File: src/rtl/aes_dec_host_if.sv
// Request, result and core-side signals of the AES-128 decrypt host sequencer.
// master = the sequencer itself, slave = request source / result sink / core.
interface aes_dec_host_if;
   logic         in_valid;
   logic         in_ready;
   logic [127:0] in_key;
   logic [127:0] in_data;
   logic         out_valid;
   logic         out_ready;
   logic [127:0] out_data;
   logic         out_err;
   logic         kld;
   logic         ld;
   logic [127:0] key;
   logic [127:0] text_in;
   logic         done;
   logic [127:0] text_out;
   logic         busy;

   modport master (
      input  in_valid, in_key, in_data, out_ready, done, text_out,
      output in_ready, out_valid, out_data, out_err, kld, ld, key, text_in, busy
   );

   modport slave (
      output in_valid, in_key, in_data, out_ready, done, text_out,
      input  in_ready, out_valid, out_data, out_err, kld, ld, key, text_in, busy
   );
endinterface

File: src/rtl/aes_dec_host.sv
// One-block-at-a-time sequencer for the AES-128 decrypt core: kld only on key change, ld 1 cycle after accept (cached key).
// All outputs registered; request side stalls (in_ready=0) from accept until the result handshake completes.
module aes_dec_host #(
   parameter int KEY_WAIT = 12,
   parameter int TIMEOUT  = 64
) (
   input logic            clk,
   input logic            rst,
   aes_dec_host_if.master bus
);

   typedef enum logic [2:0] {IDLE, KLOAD, KWAIT, DLOAD, DWAIT, OUT} state_t;

   state_t       state, state_nxt;
   logic [127:0] cap_key, cap_key_nxt;
   logic [127:0] cap_data, cap_data_nxt;
   logic [127:0] cache_key, cache_key_nxt;
   logic         cache_vld, cache_vld_nxt;
   logic [7:0]   cnt, cnt_nxt;
   logic [9:0]   tmr, tmr_nxt;

   logic         in_ready_r, in_ready_nxt;
   logic         out_valid_r, out_valid_nxt;
   logic         out_err_r, out_err_nxt;
   logic [127:0] out_data_r, out_data_nxt;
   logic         kld_r, kld_nxt;
   logic         ld_r, ld_nxt;
   logic [127:0] key_r, key_nxt;
   logic [127:0] text_r, text_nxt;
   logic         busy_r, busy_nxt;

   always_comb begin
      state_nxt     = state;
      cap_key_nxt   = cap_key;
      cap_data_nxt  = cap_data;
      cache_key_nxt = cache_key;
      cache_vld_nxt = cache_vld;
      cnt_nxt       = cnt;
      tmr_nxt       = tmr;
      out_valid_nxt = out_valid_r;
      out_err_nxt   = out_err_r;
      out_data_nxt  = out_data_r;
      key_nxt       = key_r;
      text_nxt      = text_r;

      case (state)
         IDLE: begin
            if (bus.in_valid) begin
               cap_key_nxt  = bus.in_key;
               cap_data_nxt = bus.in_data;
               if (cache_vld && (bus.in_key == cache_key)) begin
                  state_nxt = DLOAD;
                  text_nxt  = bus.in_data;
               end else begin
                  state_nxt = KLOAD;
                  key_nxt   = bus.in_key;
               end
            end
         end
         KLOAD: begin
            cache_key_nxt = cap_key;
            cache_vld_nxt = 1'b1;
            cnt_nxt       = 8'(KEY_WAIT - 1);
            state_nxt     = KWAIT;
         end
         KWAIT: begin
            if (cnt == 8'd0) begin
               state_nxt = DLOAD;
               text_nxt  = cap_data;
            end else begin
               cnt_nxt = cnt - 8'd1;
            end
         end
         DLOAD: begin
            tmr_nxt   = 10'd0;
            state_nxt = DWAIT;
         end
         DWAIT: begin
            tmr_nxt = tmr + 10'd1;
            // done takes precedence over a timeout landing in the same cycle
            if (bus.done) begin
               out_data_nxt  = bus.text_out;
               out_err_nxt   = 1'b0;
               out_valid_nxt = 1'b1;
               state_nxt     = OUT;
            end else if (tmr == 10'(TIMEOUT - 1)) begin
               out_data_nxt  = '0;
               out_err_nxt   = 1'b1;
               out_valid_nxt = 1'b1;
               cache_vld_nxt = 1'b0;
               state_nxt     = OUT;
            end
         end
         OUT: begin
            if (bus.out_ready) begin
               out_valid_nxt = 1'b0;
               state_nxt     = IDLE;
            end
         end
         default: state_nxt = IDLE;
      endcase

      in_ready_nxt = (state_nxt == IDLE);
      busy_nxt     = (state_nxt != IDLE);
      kld_nxt      = (state_nxt == KLOAD);
      ld_nxt       = (state_nxt == DLOAD);
   end

   always_ff @(posedge clk) begin
      if (rst) begin
         state       <= IDLE;
         cap_key     <= '0;
         cap_data    <= '0;
         cache_key   <= '0;
         cache_vld   <= 1'b0;
         cnt         <= '0;
         tmr         <= '0;
         in_ready_r  <= 1'b1;
         out_valid_r <= 1'b0;
         out_err_r   <= 1'b0;
         out_data_r  <= '0;
         kld_r       <= 1'b0;
         ld_r        <= 1'b0;
         key_r       <= '0;
         text_r      <= '0;
         busy_r      <= 1'b0;
      end else begin
         state       <= state_nxt;
         cap_key     <= cap_key_nxt;
         cap_data    <= cap_data_nxt;
         cache_key   <= cache_key_nxt;
         cache_vld   <= cache_vld_nxt;
         cnt         <= cnt_nxt;
         tmr         <= tmr_nxt;
         in_ready_r  <= in_ready_nxt;
         out_valid_r <= out_valid_nxt;
         out_err_r   <= out_err_nxt;
         out_data_r  <= out_data_nxt;
         kld_r       <= kld_nxt;
         ld_r        <= ld_nxt;
         key_r       <= key_nxt;
         text_r      <= text_nxt;
         busy_r      <= busy_nxt;
      end
   end

   assign bus.in_ready  = in_ready_r;
   assign bus.out_valid = out_valid_r;
   assign bus.out_err   = out_err_r;
   assign bus.out_data  = out_data_r;
   assign bus.kld       = kld_r;
   assign bus.ld        = ld_r;
   assign bus.key       = key_r;
   assign bus.text_in   = text_r;
   assign bus.busy      = busy_r;

endmodule

File: src/flat_wrapper.sv
// flat-port wrapper written by rule: the top's interface ports become plain ports
module aes_dec_host_flat 
#(
   parameter int KEY_WAIT = 12,
   parameter int TIMEOUT  = 64
)
  (clk, rst, bus_in_valid, bus_in_key, bus_in_data, bus_out_ready, bus_done, bus_text_out, bus_in_ready, bus_out_valid, bus_out_data, bus_out_err, bus_kld, bus_ld, bus_key, bus_text_in, bus_busy);
  aes_dec_host_if bus_i ();
  input logic clk;
  input logic rst;
  input wire logic [$bits(bus_i.in_valid)-1:0] bus_in_valid;
  input wire logic [$bits(bus_i.in_key)-1:0] bus_in_key;
  input wire logic [$bits(bus_i.in_data)-1:0] bus_in_data;
  input wire logic [$bits(bus_i.out_ready)-1:0] bus_out_ready;
  input wire logic [$bits(bus_i.done)-1:0] bus_done;
  input wire logic [$bits(bus_i.text_out)-1:0] bus_text_out;
  output wire logic [$bits(bus_i.in_ready)-1:0] bus_in_ready;
  output wire logic [$bits(bus_i.out_valid)-1:0] bus_out_valid;
  output wire logic [$bits(bus_i.out_data)-1:0] bus_out_data;
  output wire logic [$bits(bus_i.out_err)-1:0] bus_out_err;
  output wire logic [$bits(bus_i.kld)-1:0] bus_kld;
  output wire logic [$bits(bus_i.ld)-1:0] bus_ld;
  output wire logic [$bits(bus_i.key)-1:0] bus_key;
  output wire logic [$bits(bus_i.text_in)-1:0] bus_text_in;
  output wire logic [$bits(bus_i.busy)-1:0] bus_busy;
  assign bus_i.in_valid = bus_in_valid;
  assign bus_i.in_key = bus_in_key;
  assign bus_i.in_data = bus_in_data;
  assign bus_i.out_ready = bus_out_ready;
  assign bus_i.done = bus_done;
  assign bus_i.text_out = bus_text_out;
  assign bus_in_ready = bus_i.in_ready;
  assign bus_out_valid = bus_i.out_valid;
  assign bus_out_data = bus_i.out_data;
  assign bus_out_err = bus_i.out_err;
  assign bus_kld = bus_i.kld;
  assign bus_ld = bus_i.ld;
  assign bus_key = bus_i.key;
  assign bus_text_in = bus_i.text_in;
  assign bus_busy = bus_i.busy;
  aes_dec_host #(.KEY_WAIT(KEY_WAIT), .TIMEOUT(TIMEOUT)) u_core (.clk(clk), .rst(rst), .bus(bus_i));
endmodule
File: config.mk
export PLATFORM = sky130hd
export DESIGN_NAME = aes_dec_host_flat
export DESIGN_NICKNAME = d
export VERILOG_FILES = /design/src/rtl/aes_dec_host_if.sv /design/src/rtl/aes_dec_host.sv /design/src/flat_wrapper.sv
export SDC_FILE = /design/constraint.sdc
export NUM_CORES = 2
export LEC_CHECK = 0
export ABC_AREA = 0
export CORE_AREA = 4 4 302 304
export DETAILED_ROUTE_END_ITERATION = 16
export DIE_AREA = 0 0 306 308
export DONT_BUFFER_PORTS = 1
export PLACE_DENSITY_LB_ADDON = 0.05
export SYNTH_ARGS = -nofsm -noshare
export SYNTH_HDL_FRONTEND = slang
export SYNTH_SLANG_ARGS = --single-unit
File: constraint.sdc
create_clock -name clk -period 2.8 [get_ports clk]
set_clock_uncertainty 0.15 [all_clocks]
set_input_delay 0.7 -clock clk [delete_from_list [all_inputs] [get_ports clk]]
set_output_delay 0.7 -clock clk [all_outputs]
set_load 0.005 [all_outputs]
After elaboration in Yosys (flattened, before gate mapping) --
Cells that the tools add are included. Widths: inputs -> output; s select.
Operators by class: add/sub/neg operators 2, equal/unequal tests 17, multiplexer cells 24, bitwise operators 1, reduce and logical (&&, ||, !) cells 18
Operator list (count):
- $mux 128 | 5
- $pmux 128 s2 | 1
- $eq 128x128->1 | 1
- $pmux 10 s2 | 1
- $pmux 3 s6 | 1
- $pmux 8 s2 | 1
- $mux 3 | 5
- $reduce_bool 2->1 | 6
- $add 10x1->10 const B | 1
- $eq 10x6->1 const B | 1
- $eq 3x2->1 const B | 3
- $reduce_and 3->1 | 3
- $logic_not 8->1 | 1
- $mux 8 | 1
- $ne 2x2->1 const B | 4
- $sub 8x1->8 const B | 1
- $eq 3x1->1 const B | 2
- $eq 3x3->1 const B | 2
- $logic_not 3->1 | 2
- $mux 1 | 6
- $ne 2x1->1 const B | 3
- $reduce_and 2->1 | 3
- $pmux 1 s2 | 2
- $reduce_and 4->1 | 1
- other kinds (5) | 5
Word-level totals: flip-flop bits (word level) 796, output and inout port bits 390

Depth between registers and ports, before layout --
depth after elaboration 6, depth in mapped cells 10, gate-level depth less buffers 9

Least setup slack after synthesis --
No wires, ideal clock.
path type input port to flip-flop, start point input bus_in_key[43], end point register u_core.text_r[21] (netlist: u_core.bus.text_in[21]), library setup time 0.132 ns, arrival 2.804 ns, data required time 2.518 ns, slack -0.286 ns, cell stages on the path 9, cells stage by stage nor2b_1 a2111o_1 a2111oi_2 nand4_1 or4_4 buf_4 buf_6 a221oi_2 nor3_1
On the way: cells in the longest elaborated chain, start to end 4
RTL lines:
- start, declared | RTL line flat_wrapper.sv:12 | input wire logic [$bits(bus_i.in_key)-1:0] bus_in_key;
- $eq 128x128->1 | RTL line aes_dec_host.sv:51 | if (cache_vld && (bus.in_key == cache_key)) begin
- $logic_and 1x1->1 | RTL line aes_dec_host.sv:51
- $ne 2x1->1 (no source line)
- $reduce_and 4->1 (no source line)
- end signal, assigned | RTL line aes_dec_host.sv:142 | text_r <= text_nxt;
- end, declared | RTL line aes_dec_host.sv:29 | logic [127:0] text_r, text_nxt;
No other way between the ends. A chain may end at the register's enable or synchronous reset.

==> summary by stage <==
STA
The transition at the pin with the smallest max-transition slack is between 4000 and 5000 ps. Setup repair after global routing could not meet its margin everywhere. Static timing analysis puts the maximum clock frequency at roughly 270 MHz. Hold timing on the final database bottoms out at a slack of ~42 ps. Setup violations remaining at the end of the flow were counted as ~450. The share of the clock period used by the worst path is 1.32. The worst path setup slack after routing is -908 ps. The number of endpoints with negative hold slack in the final report was 0.

The routed design could run at a clock period as short as approximately 3700 ps. The normalized max-slew margin is -1.85. The count of final max-slew check failures is between 400 and 500.

Logic synthesis
The area share of the largest cell type after synthesis is 0.482. The sequential area share after synthesis is 0.482. The main flop type after synthesis is sky130_fd_sc_hd__dfxtp_1. The fraction of registers with async set or reset after synthesis is 0. The post-synthesis cell type with the largest combined area is sky130_fd_sc_hd__dfxtp_1.

The leading cell type by number of instances after synthesis is sky130_fd_sc_hd__nand2_1. The number of warnings printed during yosys synthesis is 0. After synthesis, the most frequently instantiated cells are 914 x sky130_fd_sc_hd__nand2_1, 796 x sky130_fd_sc_hd__dfxtp_1, 524 x sky130_fd_sc_hd__a21oi_1. The combined area of all synthesized cells is approximately 33000 um^2. The per-instance average area after synthesis is 8.46 um^2. The gate count after technology mapping is slightly below 4000. Counting every net in the synthesized netlist gives about 4300. The number of enable flip-flop cells after synthesis is 0. The post-synthesis cell type count is 53.

By area the synthesized netlist is led by sky130_fd_sc_hd__dfxtp_1 48%, sky130_fd_sc_hd__nand2_1 10%, sky130_fd_sc_hd__a21oi_1 7.9%. Counting flops and latches in the post-synthesis netlist gives around 800.

Clock tree
TritonCTS created 92 clock buffers. The maximum clock insertion buffer count is 3. The clock input transition at the sequential cells of the worst setup and hold paths is around 60 ps. The depth of the CTS H-tree is 3. The clock tree from TritonCTS is yes. The clock insertion delay at the later pin of the skew report is 650 ps. The tree is rooted in a sky130_fd_sc_hd__clkbuf_16. The CTS sink count is about 800.

Global routing
Entering global routing, the biggest net connects between 800 and 900 pins. The global router's overall resource usage is 0.259. The remaining global-route overflow is 0. The first-pass GRT wire length is roughly 190000 um.

The via count of the first global-routing pass is ~28000. The number of antenna violations at the first check in global routing was 11.

Placement
Prior to clock tree synthesis, the placed netlist has a worst setup slack of -1120 ps. Counting tap cells, the placed design contains a total of around 4900 instances. The sum of net half-perimeters after detailed placement is about 80000 um. The number of I/O port buffers is 0. The weighted congestion at the end of routability-driven global placement is between 0.8 and 0.9.

Floorplan
The die covers 94200 um^2. The number of I/O pins is approximately 800. The height of the die is about 310 um. The row count is 109. The area of the core is just under 90000 um^2. From left edge to right edge, the die measures around 300 um.

The initial cell density of the core is 0.375.

Min path
The tightest min-delay check is of the in -> reg type.

Job
The total of max-cap violations is 0.

Worst setup path
Data on the critical path arrives at its endpoint at ~4100 ps. On the worst path, the slowest cell contributes a delay of about 1100 ps. The critical path goes through a21o_1 > a31oi_1 > inv_1 > a31o_2. The gate family responsible for the most delay along the worst path is compound AO/OA/AOI/OAI gates. The slowest cell on the critical path is sky130_fd_sc_hd__a21o_1. The critical path start-end classification is in -> reg. The critical-path maximum fanout is 894. STA classifies the critical path startpoint as an input pin. Together, buffers and inverters on the worst path number 1. At the worst endpoint, the required time is 3190 ps. The endpoint class of the critical path is a flop.

Routing
In the final routed layout, each cell accounts on average for about 24 um. The remaining antenna violation count is 0. In the routed design, unresolved DRC markers number 0. Summed over all layers, the routed wires come to around 130000 um. The total number of vias is around 29000.

The iteration count of the initial detailed-routing pass is 7. In this run, the number of DRC markers left after iteration 0 of detailed routing was ~3000. In the routed layout, each cell is associated on average with a via count of 5.44.

Power and ir drop
Dividing total power by cell area gives a power density of around 710 nW/um^2. Summed over all cells, the static leakage comes to between 10 and 15 nW. The power after layout is slightly below 30 mW. Across the VDD grid, the largest voltage drop is 0.000623 V.

Final layout
The post-layout net count is ~4500. In the final layout, the share of cells above drive strength 1 is 0.118. The relative area change from synthesis to final layout is 27.2%.

Once layout is complete, the cells apart from fillers number about 5400.

Run status
The run finished, with violations left. The checks that failed: max-slew violations, negative setup slack.
sequential cells by signal (all words and copies together) (netlist names):
register and count:
u_core.bus.ld 1, u_core.tmr 10, u_core.cache_vld 1, u_core.cnt 8, u_core.cache_key 128, u_core.cap_data 128, u_core.bus.out_data 128, u_core.cap_key 128
u_core.state 3, u_core.bus.out_err 1, u_core.bus.out_valid 1, u_core.bus.in_ready 1, u_core.bus.kld 1, u_core.bus.busy 1, u_core.bus.text_in 128, u_core.bus.key 128
metrics by stage:
step | setup TNS [ps] | util | cell area, um^2
floorplan | -30610 | - | 33200
global placement | -221210 | 0.391 | 34500
detailed placement | -221070 | 0.391 | 34500
CTS | -60980 | 0.470 | 41400
global route | -93470 | 0.477 | 42100
finish | -159050 | 0.477 | 42100
cell usage in the layout, fill, tap and decap left out, drive strengths merged, types with 3 or more instances in the layout:
master	n
or3	3
o2111ai	10
nand2	914
diode	10
nand4	23
clkbuf	147
inv	27
or2	4
dlygate4sd3	289
xor2	10
xnor2	76
a31oi	3
bufinv	4
nor2b	167
and3	4
o21ai	10
a2111o	8
a2111oi	3
nor2	11
clkinv	19
nand3	134
mux2i	121
dfxtp	796
o22ai	3
a21oi	524
nor4	16
a221oi	128
or4	4
a211oi	5
nor3	266
buf	165
nand2b	276
o41ai	7
cell type report:
cell class / count / area, um^2
inverters: 27 / 101
flip-flops and latches: 796 / 15900
repair buffers: 464 / 5340
multi-input cells: 2752 / 16200
clock inverters: 25 / 241
fillers: 8364 / 46200
well taps: 1165 / 1460
diodes: 10 / 25.0
clock buffers: 138 / 2750
where the power goes:
part | switching (mW) | leakage (nW) | total, mW | internal, mW
clock network | 4.92 | 1.48 | 12.0 | 7.11
registers | 0.800 | 6.49 | 13.1 | 12.3
logic | 2.63 | 6.66 | 4.74 | 2.11
total | 8.35 | 14.6 | 29.8 | 21.5
worst paths after layout:
check / cells past startpoint / slack, ps / start / endpoint
worst max-delay path: 4 / -910 / rst / u_core.bus.in_ready
worst min-delay path: 2 / 40 / bus_text_out[77] / u_core.bus.out_data[77]
worst max register to register: 11 / -490 / u_core.cache_key[20] / u_core.bus.text_in[82]
worst min register to register: 2 / 290 / u_core.cap_key[52] / u_core.cache_key[52]
per-layer routing:
metal / vias up / track usage / share of wire
met2: 1118 / 0.420 / 0.46
met1: 14169 / 0.330 / 0.41
li1: 13766 / - / -
met5: - / 0 / 0.00025
met3: 214 / 0.0766 / 0.089
met4: 4 / 0.0902 / 0.034
kinds of logic after synthesis:
group | Yosys count | synth area share
AOI/OAI and AO/OA | 712 | 0.151
DFF | 796 | 0.482
adders and majority gates | 2 | 0.000757
buffers and inverters | 361 | 0.0449
xor gates and xnor gates | 86 | 0.0228
muxes | 122 | 0.0370
and+or+nand+nor | 1829 | 0.262
repair_timing:
item,4_1_cts,5_1_grt
cloned,22,9
hold buffers,285,4
hold endpoints to repair,289,8
resized for setup,72,78
pin swaps,39,12
buffers inserted,17,9
endpoints found under the setup margin,261,262
Note: power is estimated with default switching activity, not from simulation.
